==> config.mk <==
export PLATFORM = sky130hd
export DESIGN_NAME = bitstream_writer_flat
export DESIGN_NICKNAME = d
export VERILOG_FILES = /design/src/rtl/fpga_cfg_pkg.sv /design/src/rtl/axi_stream_if.sv /design/src/rtl/bitstream_writer.sv /design/src/flat_wrapper.sv
export SDC_FILE = /design/constraint.sdc
export NUM_CORES = 1
export LEC_CHECK = 0
export ABC_AREA = 1
export BUFFER_PORTS_ARGS = -buffer_cell sky130_fd_sc_hd__buf_4
export CAP_MARGIN = 20
export CORE_MARGIN = 2
export CORE_UTILIZATION = 30
export DETAILED_ROUTE_END_ITERATION = 10
export PLACE_DENSITY = 0.48
export SLEW_MARGIN = 20
export SYNTH_ARGS = -nofsm -noshare
export SYNTH_HDL_FRONTEND = slang
export SYNTH_SLANG_ARGS = --single-unit
==> constraint.sdc <==
create_clock -name clk -period 1.5 [get_ports clk]
set_clock_uncertainty 0.05 [all_clocks]
set_input_delay 0.15 -clock clk [delete_from_list [all_inputs] [get_ports clk]]
set_output_delay 0.15 -clock clk [all_outputs]
set_load 0.02 [all_outputs]
==> src/rtl/fpga_cfg_pkg.sv <==
// Shared configuration-fabric definitions for the bitstream writer and reader.
// Latency: none, it holds compile-time constants and helpers only.
// Backpressure: not applicable.
package fpga_cfg_pkg;

    // Default number of bits carried by each configuration stream beat.
    localparam int CFG_BEAT_WIDTH_DEFAULT = 1;

    // Number of beats needed to carry num_bits, rounding up to a whole beat.
    function automatic int num_beats(input int num_bits, input int beat_width);
        return (num_bits + beat_width - 1) / beat_width;
    endfunction

endpackage

==> src/rtl/axi_stream_if.sv <==
// Minimal AXI-stream bundle carrying configuration beats.
// Latency: none, it is wires only.
// Backpressure: the slave controls tready, and the master holds a beat until tvalid & tready.
interface axi_stream_if #(
    parameter int DATA_WIDTH = 1
) ();
    logic                  tvalid;
    logic                  tready;
    logic [DATA_WIDTH-1:0] tdata;
    logic                  tlast;

    modport master (output tvalid, output tdata, output tlast, input tready);
    modport slave  (input tvalid, input tdata, input tlast, output tready);
endinterface

==> src/rtl/bitstream_writer.sv <==
// Serializes a parallel config word into LSB-first stream beats and marks the last beat with tlast.
// Latency: first beat is valid 1 cycle after start, and done pulses 1 cycle after the last handshake.
// Backpressure: beats are held stable while tready is low, and start is ignored while busy.
module bitstream_writer
    import fpga_cfg_pkg::*;
#(
    parameter  int NUM_BITS_TO_WRITE = 8,
    parameter  int BEAT_WIDTH        = CFG_BEAT_WIDTH_DEFAULT,
    localparam int NUM_BEATS         = num_beats(NUM_BITS_TO_WRITE, BEAT_WIDTH)
) (
    input  logic                         clk,
    input  logic                         rst,
    input  logic                         start,
    input  logic [NUM_BITS_TO_WRITE-1:0] bits,
    axi_stream_if.master                 bitstream,
    output logic                         busy,
    output logic                         done
);

    // The shift register is padded to whole beats so the final partial beat shifts in zeros.
    localparam int SR_W  = NUM_BEATS * BEAT_WIDTH;
    localparam int CNT_W = (NUM_BEATS > 1) ? $clog2(NUM_BEATS) : 1;
    localparam logic [CNT_W-1:0] CNT_LOAD = CNT_W'(NUM_BEATS - 1);

    typedef enum logic [1:0] {
        ST_IDLE = 2'd0,
        ST_SEND = 2'd1,
        ST_DONE = 2'd2
    } state_e;

    state_e            state_q, state_d;
    logic [SR_W-1:0]   sr_q, sr_d;
    logic [CNT_W-1:0]  cnt_q, cnt_d;
    logic              last_beat;
    logic              beat_hs;

    // The counter counts down to zero and is never decremented past it, so zero marks the final beat.
    assign last_beat = (cnt_q == '0);
    assign beat_hs   = (state_q == ST_SEND) && bitstream.tready;

    // State, shift register and beat counter. Reset aborts any transfer in flight.
    always_ff @(posedge clk or posedge rst) begin
        if (rst) begin
            state_q <= ST_IDLE;
            sr_q    <= '0;
            cnt_q   <= '0;
        end else begin
            state_q <= state_d;
            sr_q    <= sr_d;
            cnt_q   <= cnt_d;
        end
    end

    // Next state: latch on start, advance one beat per handshake, then spend one cycle in DONE.
    always_comb begin
        state_d = state_q;
        sr_d    = sr_q;
        cnt_d   = cnt_q;
        case (state_q)
            ST_IDLE: begin
                if (start) begin
                    sr_d    = SR_W'(bits);
                    cnt_d   = CNT_LOAD;
                    state_d = ST_SEND;
                end
            end
            ST_SEND: begin
                if (beat_hs) begin
                    if (last_beat) begin
                        state_d = ST_DONE;
                    end else begin
                        sr_d  = sr_q >> BEAT_WIDTH;
                        cnt_d = cnt_q - CNT_W'(1);
                    end
                end
            end
            ST_DONE: begin
                state_d = ST_IDLE;
            end
            default: begin
                state_d = ST_IDLE;
            end
        endcase
    end

    // Outputs decode directly from registered state, so tvalid drops as soon as reset asserts.
    always_comb begin
        bitstream.tvalid = (state_q == ST_SEND);
        bitstream.tlast  = (state_q == ST_SEND) && last_beat;
        bitstream.tdata  = (state_q == ST_SEND) ? sr_q[BEAT_WIDTH-1:0] : '0;
        busy             = (state_q == ST_SEND);
        done             = (state_q == ST_DONE);
    end

endmodule
==> src/flat_wrapper.sv <==
// flat-port wrapper written by rule: the top's interface ports become plain ports
module bitstream_writer_flat import fpga_cfg_pkg::*;
#(
    parameter  int NUM_BITS_TO_WRITE = 8,
    parameter  int BEAT_WIDTH        = CFG_BEAT_WIDTH_DEFAULT,
    localparam int NUM_BEATS         = num_beats(NUM_BITS_TO_WRITE, BEAT_WIDTH)
)
  (clk, rst, start, bits, busy, done, bitstream_tvalid, bitstream_tdata, bitstream_tlast, bitstream_tready);
  axi_stream_if bitstream_i ();
  input  logic clk;
  input  logic rst;
  input  logic start;
  input  logic [NUM_BITS_TO_WRITE-1:0] bits;
  output logic busy;
  output logic done;
  output wire logic [$bits(bitstream_i.tvalid)-1:0] bitstream_tvalid;
  output wire logic [$bits(bitstream_i.tdata)-1:0] bitstream_tdata;
  output wire logic [$bits(bitstream_i.tlast)-1:0] bitstream_tlast;
  input wire logic [$bits(bitstream_i.tready)-1:0] bitstream_tready;
  assign bitstream_tvalid = bitstream_i.tvalid;
  assign bitstream_tdata = bitstream_i.tdata;
  assign bitstream_tlast = bitstream_i.tlast;
  assign bitstream_i.tready = bitstream_tready;
  bitstream_writer #(.NUM_BITS_TO_WRITE(NUM_BITS_TO_WRITE), .BEAT_WIDTH(BEAT_WIDTH)) u_core (.clk(clk), .rst(rst), .start(start), .bits(bits), .bitstream(bitstream_i), .busy(busy), .done(done));
endmodule
---- Yosys cells after proc, flatten, opt, wreduce, memory -nomap -nowiden ----
Cells that the tools add are included.
operators by class
  add/subtract/negate cells ............... 1
  equal/unequal tests ..................... 6
  mux-type cells .......................... 13
  reductions and logical operators ........ 7
operators by type and width
  operator               count
  $mux W8                3
  $pmux W8 S2            1
  $mux W3                3
  $mux W2                3
  $pmux W3 S2            1
  $ne A2 B1 Y1 const B   2
  $ne A2 B2 Y1 const B   2
  $pmux W2 S2            1
  $reduce_and A4 Y1      1
  $logic_not A3 Y1       1
  $reduce_and A3 Y1      1
  $sub A3 B1 Y3 const B  1
  $eq A2 B1 Y1 const B   1
  $eq A2 B2 Y1 const B   1
  $logic_and A1 B1 Y1    2
  $logic_not A2 Y1       1
  $reduce_bool A2 Y1     1
  $mux W1                1
storage, ports and cells
  register bits after elaboration ......... 13
  bits of input ports ..................... 12
  word-level logic and storage cells ...... 30

---- Depth between registers and ports, before layout ----
Gate-level depths: netlist of the first run.
  word-level depth ........................ 4
  mapped depth ............................ 8

---- Worst setup path after synthesis of the first run ----
OpenSTA, ideal clock, no wires.
  path type ............................... reg-to-output
  start ................................... register u_core.cnt_q[0]
  end ..................................... output bitstream_tlast
  arrival time ............................ 1151 ps
  required time ........................... 1300 ps
  path slack .............................. 149 ps
  cell stages (with the launch flop) ...... 8
  cells stage by stage .................... dfrtp_1 inv_1 ha_1 inv_1 nor2_1 nand2_4 buf_6 inv_1
between the ends
  longest elaborated chain between the ends .. 2
RTL lines
  item                      line                    source
  start: declaration        bitstream_writer.sv:33  logic [CNT_W-1:0] cnt_q, cnt_d;
  start signal: assignment  bitstream_writer.sv:50  cnt_q <= cnt_d;
  $logic_not A3 Y1          bitstream_writer.sv:38  assign last_beat = (cnt_q == '0);
  $logic_and A1 B1 Y1       bitstream_writer.sv:89  bitstream.tlast = (state_q == ST_SEND) && last_beat;
  end: declaration          flat_wrapper.sv:18      output wire logic [$bits(bitstream_i.tlast)-1:0] bitstream_tlast;
No other way between the ends.

---- Worst setup path in the final report of the first run ----
  start ................................... register u_core.cnt_q[1]
  end ..................................... output bitstream_tlast
Same word-level chain as after synthesis.

==> metrics, run 1 <==
outcome completed; hpwl dp 1.31 mm; CP max FO 2; Final Setup Violations 0; critical path launch point type flip-flop; Die Height 55.8 um; CP arrival approximately 1.3 ns; min cycle time layout 1.46 ns; gr ovfl total 0; area share of the largest cell type after synthesis 40.4%; Reg2Reg Launch Point u_core.cnt_q[1]; fin cells 167; Root Driver clkbuf_4; synthesized net count 124; cells on worst reg2reg path 9; Worst path slowest cell dfrtp_1; Pleak between 0.6 and 0.7 nW; DRC violations left 0; largest net degree at the start of global routing 14; PwrDens between 1500 and 2000 nW/um2; f_max 0.687 GHz; antenna diode count 0; share of the yosys chip area belonging to registers 40.4%; die area 3120 um2; final net count 152; Worst-Skew Late Latency between 0.2 and 0.3 ns; via count 776; Hold Path Stages 3; Routed Antenna Nets 0; RePlAce Congestion roughly 0.76; fin crit share 97.0%; CP max stage delay 0.39 ns; final number of hold-violating endpoints 0; post-synth top area cell dfrtp_1; chip width 55.8 um; Initial Util between 30% and 40%; clk buf depth 2; post-place instance area around 950 um2; top cells by area, synth dfrtp_1, nand2_1, nand4_1; RSZ-0062 raised after global routing yes; post-layout util 42.7%; Core Area 2520 um2; Seq cells post-synth 13; WHS Endpoint u_core.state_q[1]; I/O Pins 17; dpl cells about 160; setup_tns 0 ns; fin. max-slew vios 0; Max Cap Violations 0; First DRT Iteration DRCs 16; area grow syn2layout 33.5%; number of cell rows 18; clk slew on worst S/H paths 0.08 ns; Most Frequent Cell on Critical Path inv_2; post-synthesis average cell area 7.33 um2; CTS tree yes; VDD IR-drop max ~0.95 mV; r2r setup slk roughly 0.06 ns; number of buffers added on ports 16; pin slew with the least headroom to its limit 0.497 ns; Synth Warn # 0; clk sinks 13; drt wl/cell 11.1 um; Max transition margin about two thirds; crit end category output pin; GRT Resource Usage Total approximately an eighth; TritonCTS buffer count 3; vias per cell 4.65; Cell Area, Synth 806 um2; Final Cell Area roughly 1100 um2; worst path cell trace inv_2 > ha_4 > inv_1 > nor2_2 > nand2_4 > inv_2 > buf_6; TritonRoute pass-1 iters 4; synth unique cells 17; WL final around 1.9 mm; min-delay src bitstream_tready; H-tree Lvls 1; WS Path Type flip-flop to output pin; initial antenna violation count 0; RR Endpoint u_core.sr_q[0]; Post-Syn Instances 110; vias in the first global route just under 700; hold crit path type primary input to flip-flop; first-pass GRT wire length 3.16 mm; layout cells sized above 1 30.7%; Worst EP required 1.30 ns; Worst Setup SP u_core.cnt_q[1]
-- Yosys cell counts --
cell type,count
nand4_1,12
ha_1,2
a21oi_1,1
nand2_2,1
buf_6,1
inv_2,2
nand2_4,1
inv_1,11
nand3_1,10
dfrtp_1,13
nand2_1,42
nor4_1,1
a31oi_1,1
nor2_1,5
nor2_4,1
nand3_2,1
buf_4,5
-- cell type report --
type | count | area (um2)
multi-input cells | 78 | 410
inverters | 13 | 48.8
flip-flops and latches | 13 | 325
fillers | 275 | 1450
repair buffers | 29 | 228
well taps | 30 | 37.5
clock buffers | 4 | 26.3
-- layout by cell type, fill, tap and decap left out, drive strengths merged --
cell,netlist,final
nand2,44,44
dlygate4sd3,0,1
ha,2,2
clkbuf,0,4
inv,13,13
nor2,6,6
nand3,11,11
nand4,12,12
buf,6,28
dfrtp,13,13
nor4,1,1
a31oi,1,1
a21oi,1,1
-- what timing repair did --
item	in CTS	in global routing
setup buffers	4	3
cloned	0	0
setup endpoints to repair	1	13
pin swaps	2	3
resized for setup	6	4
hold buffers	1	0
endpoints found under the hold margin	13	0
-- worst max-delay path, delay by kind of cell, from the launching register on --
| kind | cells | cell delay, ns |
|---|---|---|
| flip-flops | 1 | 0.39 |
| buffers and inverters | 4 | 0.28 |
| AND/OR/NAND/NOR | 2 | 0.19 |
| adder cells (fa/ha/maj) | 1 | 0.13 |
-- power breakdown --
| part | switching, mW | internal, mW |
|---|---|---|
| sequential | 0.0974 | 0.502 |
| combinational | 0.729 | 0.558 |
| clock | 0.105 | 0.103 |
| total | 0.932 | 1.16 |
-- per-stage QoR --
stage	hold WS [ns]	power [mW]	worst slack, ns
finish	0.122	2.09	0.0447
global route	0.118	2.31	-0.0235
CTS	0.117	1.98	0.0151
detailed placement	0.164	1.68	0.0916
global placement	0.172	1.69	0.100
floorplan	-0.0230	1.42	0.149
-- cells by family (layout without fill, tap and decap cells) --
group,after synthesis,after routing,synth area share [%]
AO/OA/AOI/OAI,2,2,1.40
flip-flops,13,13,40.4
AND/OR/NAND/NOR,74,74,43.0
buffers and inverters,19,46,12.1
adder cells (fa/ha/maj),2,2,3.11
-- routing by layer --
| layer | track usage [%] | up-vias | part of all wire (%) |
|---|---|---|---|
| met5 | 0 | - | 0 |
| met4 | 2.04 | 0 | 0.65 |
| met3 | 5.12 | 2 | 5.1 |
| met2 | 20.1 | 14 | 45 |
| met1 | 17.2 | 350 | 49 |
| li1 | - | 410 | - |
-- worst max path at each step --
stage	to	cells after the start	slack, ns
2_1_floorplan	bitstream_tlast	7	0.15
3_3_place_gp	u_core.cnt_q[2]	8	0.10
3_5_place_dp	u_core.sr_q[2]	8	0.09
4_1_cts	bitstream_tlast	7	0.02
5_1_grt	bitstream_tlast	7	-0.02
6_report	bitstream_tlast	7	0.04
-- sequential cells by signal, indices dropped and copies added (netlist names) --
signal and cells:
u_core.cnt_q 3, u_core.state_q 2, u_core.sr_q 8
No activity file was read; power rests on OpenSTA's default activity.
==> run 2, diff against run 1 <==
--- a/config.mk
+++ b/config.mk
@@ -5,13 +5,13 @@
 export SDC_FILE = /design/constraint.sdc
 export NUM_CORES = 1
 export LEC_CHECK = 0
-export ABC_AREA = 1
+export ABC_AREA = 0
 export BUFFER_PORTS_ARGS = -buffer_cell sky130_fd_sc_hd__buf_4
 export CAP_MARGIN = 20
 export CORE_MARGIN = 2
 export CORE_UTILIZATION = 30
 export DETAILED_ROUTE_END_ITERATION = 10
-export PLACE_DENSITY = 0.48
+export PLACE_DENSITY = 0.49
 export SLEW_MARGIN = 20
 export SYNTH_ARGS = -nofsm -noshare
 export SYNTH_HDL_FRONTEND = slang
==> run 2 against run 1 <==
Net effect: register-to-register slack lost 0.02 ns; design area down 4.1%; highest routed layer unchanged; sequential power is 2% higher; largest power group unchanged; critical endpoint unchanged.
==> metrics, run 2 <==
Die Height 52.8 um (-5.3%); CTS tree yes; area share of the largest cell type after synthesis 45.5% (+5.1 points); hold crit path type primary input to flip-flop; fin crit share 100% (+3.0 points); hpwl dp 1.10 mm (-16%); vias per cell 4.69 (+1.0%); TritonCTS buffer count 3 (unchanged); via count 582 (-25%); Max transition margin 68.0% (+1.1 points); number of cell rows 17 (-1); final worst slack 0.000394 ns (-0.0444 ns); min cycle time layout 1.50 ns (+0.0444 ns); First DRT Iteration DRCs 6 (-10); largest net degree at the start of global routing 14 (unchanged); post-synth top area cell dfrtp_1; Max Cap Violations 0 (unchanged); fin cells 124 (-26%); WL met1 687 um (-25%); Post-synth top cells dfrtp_1, nand2b_1, o221a_1, inv_1, nor2_1; Reg2Reg Launch Point u_core.cnt_q[1]; Final Setup Violations 0 (unchanged); gr ovfl total 0 (unchanged); I/O Pins 17 (unchanged); synth unique cells 25 (+8); clk buf depth 2 (unchanged); max reg flops 8 (unchanged); fin. max-slew vios 0 (unchanged); Comb power frac 56.3% (-5.2 points); DR top layer met4; PwrDens 1820 nW/um2 (-6.7%); Sw Share 35.7% (-8.8 points); Place WS 0.0290 ns (-0.0626 ns); Initial Util 32.0% (+0.10 points); CP max FO 2 (unchanged); number of buffers added on ports 16 (unchanged); crit end category output pin; dpl cells 110 (-29%); r2r setup slk 0.04 ns (-0.02 ns); GRT Resource Usage Total 12.1% (-0.74 points); Post-Syn Instances 63 (-43%); Worst-Skew Late Latency 0.27 ns (about the same); met2 wire len 712 um (-15%); first-pass GRT wire length 2.43 mm (-23%); P_int 1.21 mW (+3.8%); antenna diode count 0 (unchanged); Worst EP required 1.30 ns (about the same); Root Driver clkbuf_4; Pleak 0.475 nW (-21%); count leader, synth dfrtp_1; H-tree Lvls 1 (unchanged); Final Cell Area 1030 um2 (-4.1%); chip width 52.8 um (-5.3%); VDD IR-drop max 0.837 mV (-12%); top cells by area, synth dfrtp_1, o221a_1, nand2b_1; Synth Warn # 0 (unchanged); final number of hold-violating endpoints 0 (unchanged); die area 2790 um2 (-10%); final net count 111 (-27%); ys async rst share 100% (unchanged); layout cells sized above 1 47.9% (+17 points); post-layout util 46.2% (+3.6 points); most frequent cells in the layout buf_4, dfrtp_1, nand2b_1, o221a_1, nor2_1; Core Area 2230 um2 (-11%); WL final 1.49 mm (-20%); initial antenna violation count 0 (unchanged); commonest non-fill, non-tap cell in the layout buf_4; clk sinks 13 (unchanged); post-place instance area 886 um2 (-7.0%); Met3 Wirelength 78 um (-17%); DRC violations left 0 (unchanged); CP arrival 1.30 ns (+0.04 ns); critical path launch point type flip-flop; top flop regs u_core.sr_q (8), u_core.cnt_q (3), u_core.state_q (2); area grow syn2layout 44.2%; RSZ-0062 raised after global routing yes; synthesized net count 77 (-38%); Clock power frac 11.3% (+1.4 points); RePlAce Congestion 0.716 (-6.4%); sw power 0.669 mW (-28%); WS Path Type flip-flop to output pin; Synth Flop Type dfrtp_1; Reg power frac 32.4% (+3.8 points); Seq cells post-synth 13 (unchanged); TritonRoute pass-1 iters 4 (unchanged); f_max 0.667 GHz (-3.0%); most flop-heavy register u_core.sr_q; min-delay src bitstream_tready; pin slew with the least headroom to its limit 0.480 ns (-0.0164 ns); Routed Antenna Nets 0 (unchanged); Post-synth EDFFs 0 (unchanged); Cell Area, Synth 716 um2 (-11%); vias in the first global route 551 (-21%); outcome completed; drt wl/cell 12.0 um (+8.0%); share of the yosys chip area belonging to registers 45.5% (+5.1 points); post-synthesis average cell area 11.4 um2 (+55%); clk slew on worst S/H paths 0.08 ns (about the same); Worst Setup SP u_core.cnt_q[1]
run 2: cell types whose count changed after synthesis, moves of 2 or more:
cell and change:
buf_4 -4, nand2b_1 +8, nand3_1 -10, inv_2 -2, nand4_1 -10, nand2_1 -40, inv_1 -6, o221a_1 +7
mux2i_1 +2, nor2b_1 +2
run 2: logic make-up after synthesis:
kind of cell | count (synthesis) | share of synthesized area, %
AOI/OAI and AO/OA | 13 | 18.9
muxes | 2 | 2.80
adders and majority gates | 2 | 3.50
and+or+nand+nor | 25 | 22.6
buffers and inverters | 8 | 6.82
DFF | 13 | 45.5
run 2: worst paths after layout:
| path | to | cells after the start |
|---|---|---|
| min in group asynchronous | u_core.sr_q[1] | 3 |
| max in group asynchronous | u_core.state_q[1] | 3 |
| worst max-delay path | bitstream_tlast | 6 |
| worst min-delay path | u_core.state_q[0] | 2 |
| worst min register to register | u_core.cnt_q[2] | 1 |
| worst max register to register | u_core.sr_q[5] | 6 |
run 2: area by class of cell:
| cell class | instances | area [um2] |
|---|---|---|
| Fill cell | 218 | 1200 |
| Multi-Input combinational cell | 42 | 372 |
| Sequential cell | 13 | 327 |
| Timing Repair Buffer | 32 | 254 |
| Tap cell | 28 | 35.0 |
| Clock buffer | 4 | 26.3 |
| Inverter | 5 | 18.8 |
run 2: per-stage QoR:
stage / TNS [ns] / total power, mW / hold WS, ns
2_1_floorplan: 0 / 1.22 / -0.0230
3_3_place_gp: 0 / 1.43 / 0.167
3_5_place_dp: 0 / 1.44 / 0.159
4_1_cts: -0.0167 / 1.88 / 0.0601
5_1_grt: -0.0646 / 2.02 / 0.0748
6_report: 0 / 1.88 / 0.0760
run 2: power by group through the flow:
stage	clock [mW]	sequential [mW]	combinational [mW]
5_1_grt	0.234	0.628	1.16
3_5_place_dp	0	0.619	0.819
3_3_place_gp	0	0.619	0.811
2_1_floorplan	0	0.583	0.633
4_1_cts	0.228	0.606	1.04
6_report	0.212	0.608	1.06
run 2: per-layer routing:
layer | track usage, % | up-vias
met5 | 0 | -
met4 | 5.13 | 0
met3 | 2.86 | 2
met2 | 19.6 | 14
met1 | 15.3 | 268
li1 | - | 298
run 2: critical path, cell delays in order, from the launching register on:
cell	delay, ns
dfrtp_1	0.39
inv_2	0.08
ha_4	0.15
nand2b_4	0.06
buf_6	0.11
nor3_2	0.09
buf_4	0.16
run 2: timing repair:
| action | in CTS | in global routing |
|---|---|---|
| pin swaps | 1 | 2 |
| setup buffers | 9 | 0 |
| resized for setup | 10 | 1 |
| hold buffers | 1 | 0 |
| endpoints found under the hold margin | 13 | 0 |
| setup endpoints to repair | 4 | 9 |
==> run 3, diff against run 2 <==
==> constraint.sdc (replaced) <==
create_clock -name clk -period 1.5 [get_ports clk]
set_clock_uncertainty 0.05 [all_clocks]
set_input_delay 0 -clock clk [delete_from_list [all_inputs] [get_ports clk]]
set_output_delay 0 -clock clk [all_outputs]
set_load 0.02 [all_outputs]
==> run 3 against run 2 <==
Net effect: register-to-register slack hardly changed; largest cell class unchanged; fmax is 2.2% higher; cell count is 4.0% lower; first-iteration DRC count is 100% higher; non-clock buffer count is 5 lower.
==> metrics, run 3 (synthesized netlist as in run 2, its figures left out) <==
outcome completed; antenna diode count 0 (unchanged); Hold Worst Slack 0.0124 ns (-0.0636 ns); Die Height 52.8 um (unchanged); WL final 1.45 mm (-3.1%); hold crit path type primary input to flip-flop; RePlAce Congestion 0.688 (-3.9%); Clock power frac 11.9% (+0.6 points); f_max 0.682 GHz (+2.2%); TritonCTS buffer count 3 (unchanged); clk buf depth 2 (unchanged); fin crit share 97.8% (-2.2 points); top flop regs u_core.sr_q (8), u_core.cnt_q (3), u_core.state_q (2); Max Cap Violations 0 (unchanged); GRT Resource Usage Total 12.6% (+0.46 points); area grow syn2layout 39.5%; DRC violations left 0 (unchanged); crit end category flip-flop; critical path launch point type flip-flop; Max transition margin 68.5% (+0.53 points); largest net degree at the start of global routing 14 (unchanged); chip width 52.8 um (unchanged); final net count 106 (-4.5%); Initial Util 32.0% (unchanged); most flop-heavy register u_core.sr_q; Worst-Skew Late Latency 0.28 ns (about the same); number of buffers added on ports 16 (unchanged); CP max FO 7 (+5); Reg2Reg Launch Point u_core.cnt_q[0]; hpwl dp 1.11 mm (+0.91%); layout cells sized above 1 45.1% (-2.9 points); WS Path Type flip-flop to flip-flop; initial antenna violation count 0 (unchanged); Root Driver clkbuf_4; Routed Antenna Nets 0 (unchanged); worst path cell trace inv_2 > ha_4 > nand2b_4 > buf_6 > a31o_4 > o221a_1; via count 574 (-1.4%); first-pass GRT wire length 2.46 mm (+1.4%); Final Setup Violations 0 (unchanged); CP arrival 1.58 ns (+0.28 ns); Comb power frac 52.5% (-3.8 points); Worst path slowest cell dfrtp_1; fin. max-slew vios 0 (unchanged); vias per cell 4.82 (+2.8%); PwrDens 1800 nW/um2 (-1.1%); sw power 0.654 mW (-2.2%); clk slew on worst S/H paths 0.08 ns (about the same); Pleak 0.447 nW (-5.8%); Final Cell Area 998 um2 (-3.3%); min cycle time layout 1.47 ns (-0.0326 ns); number of cell rows 17 (unchanged); CP max stage delay 0.40 ns (about the same); dpl cells 109 (-0.91%); FILL cells 225 (+3.2%); Sw Share 36.4% (+0.79 points); final number of hold-violating endpoints 0 (unchanged); commonest non-fill, non-tap cell in the layout buf_4; max reg flops 8 (unchanged); gr ovfl total 0 (unchanged); pin slew with the least headroom to its limit 0.472 ns (-0.00788 ns); most frequent cells in the layout buf_4, dfrtp_1, nand2b_1, o221a_1, nor2_1; min-delay src bits[5]; Reg power frac 35.6% (+3.2 points); Core Area 2230 um2 (unchanged); CTS tree yes; drt wl/cell 12.1 um (+0.99%); post-place instance area 878 um2 (-0.85%); clk sinks 13 (unchanged); I/O Pins 17 (unchanged); VDD IR-drop max 0.798 mV (-4.7%); Worst EP required 1.61 ns (+0.31 ns); Worst Setup SP u_core.cnt_q[0]; vias in the first global route 525 (-4.7%); H-tree Lvls 1 (unchanged); P_int 1.14 mW (-5.5%); die area 2790 um2 (unchanged); First DRT Iteration DRCs 12 (+6); TritonRoute pass-1 iters 4 (unchanged); fin cells 119 (-4.0%)
## run 3: cell types whose count changed in the layout (fill, tap and decap cells not counted)
cell           previous run  this run
buf_4                    28        24
dfrtp_2                   1         2
nand3_2                   1         0
dfrtp_1                  12        11
nand3_4                   0         1
dlygate4sd3_1             1         2
buf_6                     3         1
## run 3: per-layer routing
metal / global-route usage (%) / vias up / routed length (um)
met5: 0 / - / 0
met4: 3.85 / 0 / 13
met3: 5.14 / 3 / 107
met2: 17.7 / 17 / 672
met1: 17.4 / 265 / 651
li1: - / 289 / -
## run 3: timing repair
item,4_1_cts,5_1_grt
resized for setup,2,9
hold endpoints to repair,15,0
pin swaps,1,3
setup endpoints to repair,2,10
buffers inserted,1,3
hold buffers,2,0
## run 3: path summary, 6_finish.rpt
| kind | endpoint | cells past startpoint | slack [ns] |
|---|---|---|---|
| worst min register to register | u_core.cnt_q[2] | 1 | 0.46 |
| min in group asynchronous | u_core.sr_q[3] | 3 | 0.24 |
| max in group asynchronous | u_core.state_q[1] | 3 | 0.81 |
| worst min-delay path | u_core.sr_q[5] | 3 | 0.01 |
| worst max-delay path | u_core.sr_q[1] | 6 | 0.03 |
| worst max register to register | u_core.sr_q[1] | 6 | 0.03 |
## run 3: power groups by stage
stage	combinational (mW)	clock (mW)	sequential [mW]
after global placement	0.792	0	0.633
after CTS	0.819	0.226	0.632
after detailed placement	0.806	0	0.629
after global routing	1.04	0.243	0.660
after floorplan	0.633	0	0.583
final	0.942	0.213	0.639
## run 3: stage by stage
stage	util [%]	total power, mW	setup TNS (ns)	setup slack (ns)
final	44.7	1.79	0	0.0330
after global placement	39.3	1.42	0	0.0800
after global routing	44.7	1.94	-0.0281	-0.0107
after CTS	41.8	1.68	0	0.00272
after floorplan	-	1.22	0	0.0953
after detailed placement	39.3	1.43	0	0.0354
## run 3: worst max-delay path: cells and delay by family, from the launching register on
kind,cells,cell delay [ns]
AO/OA/AOI/OAI,2,0.48
adder cells (fa/ha/maj),1,0.14
buffers and inverters,2,0.21
flip-flops,1,0.40
AND/OR/NAND/NOR,1,0.06
## run 3: area by class of cell
cell class / instances / area [um2] / share of cell area [%]
Tap cell: 28 / 35.0 / 3.51
Inverter: 5 / 18.8 / 1.88
Sequential cell: 13 / 328 / 32.8
Timing Repair Buffer: 27 / 211 / 21.2
Multi-Input combinational cell: 42 / 379 / 38.0
Clock buffer: 4 / 26.3 / 2.63
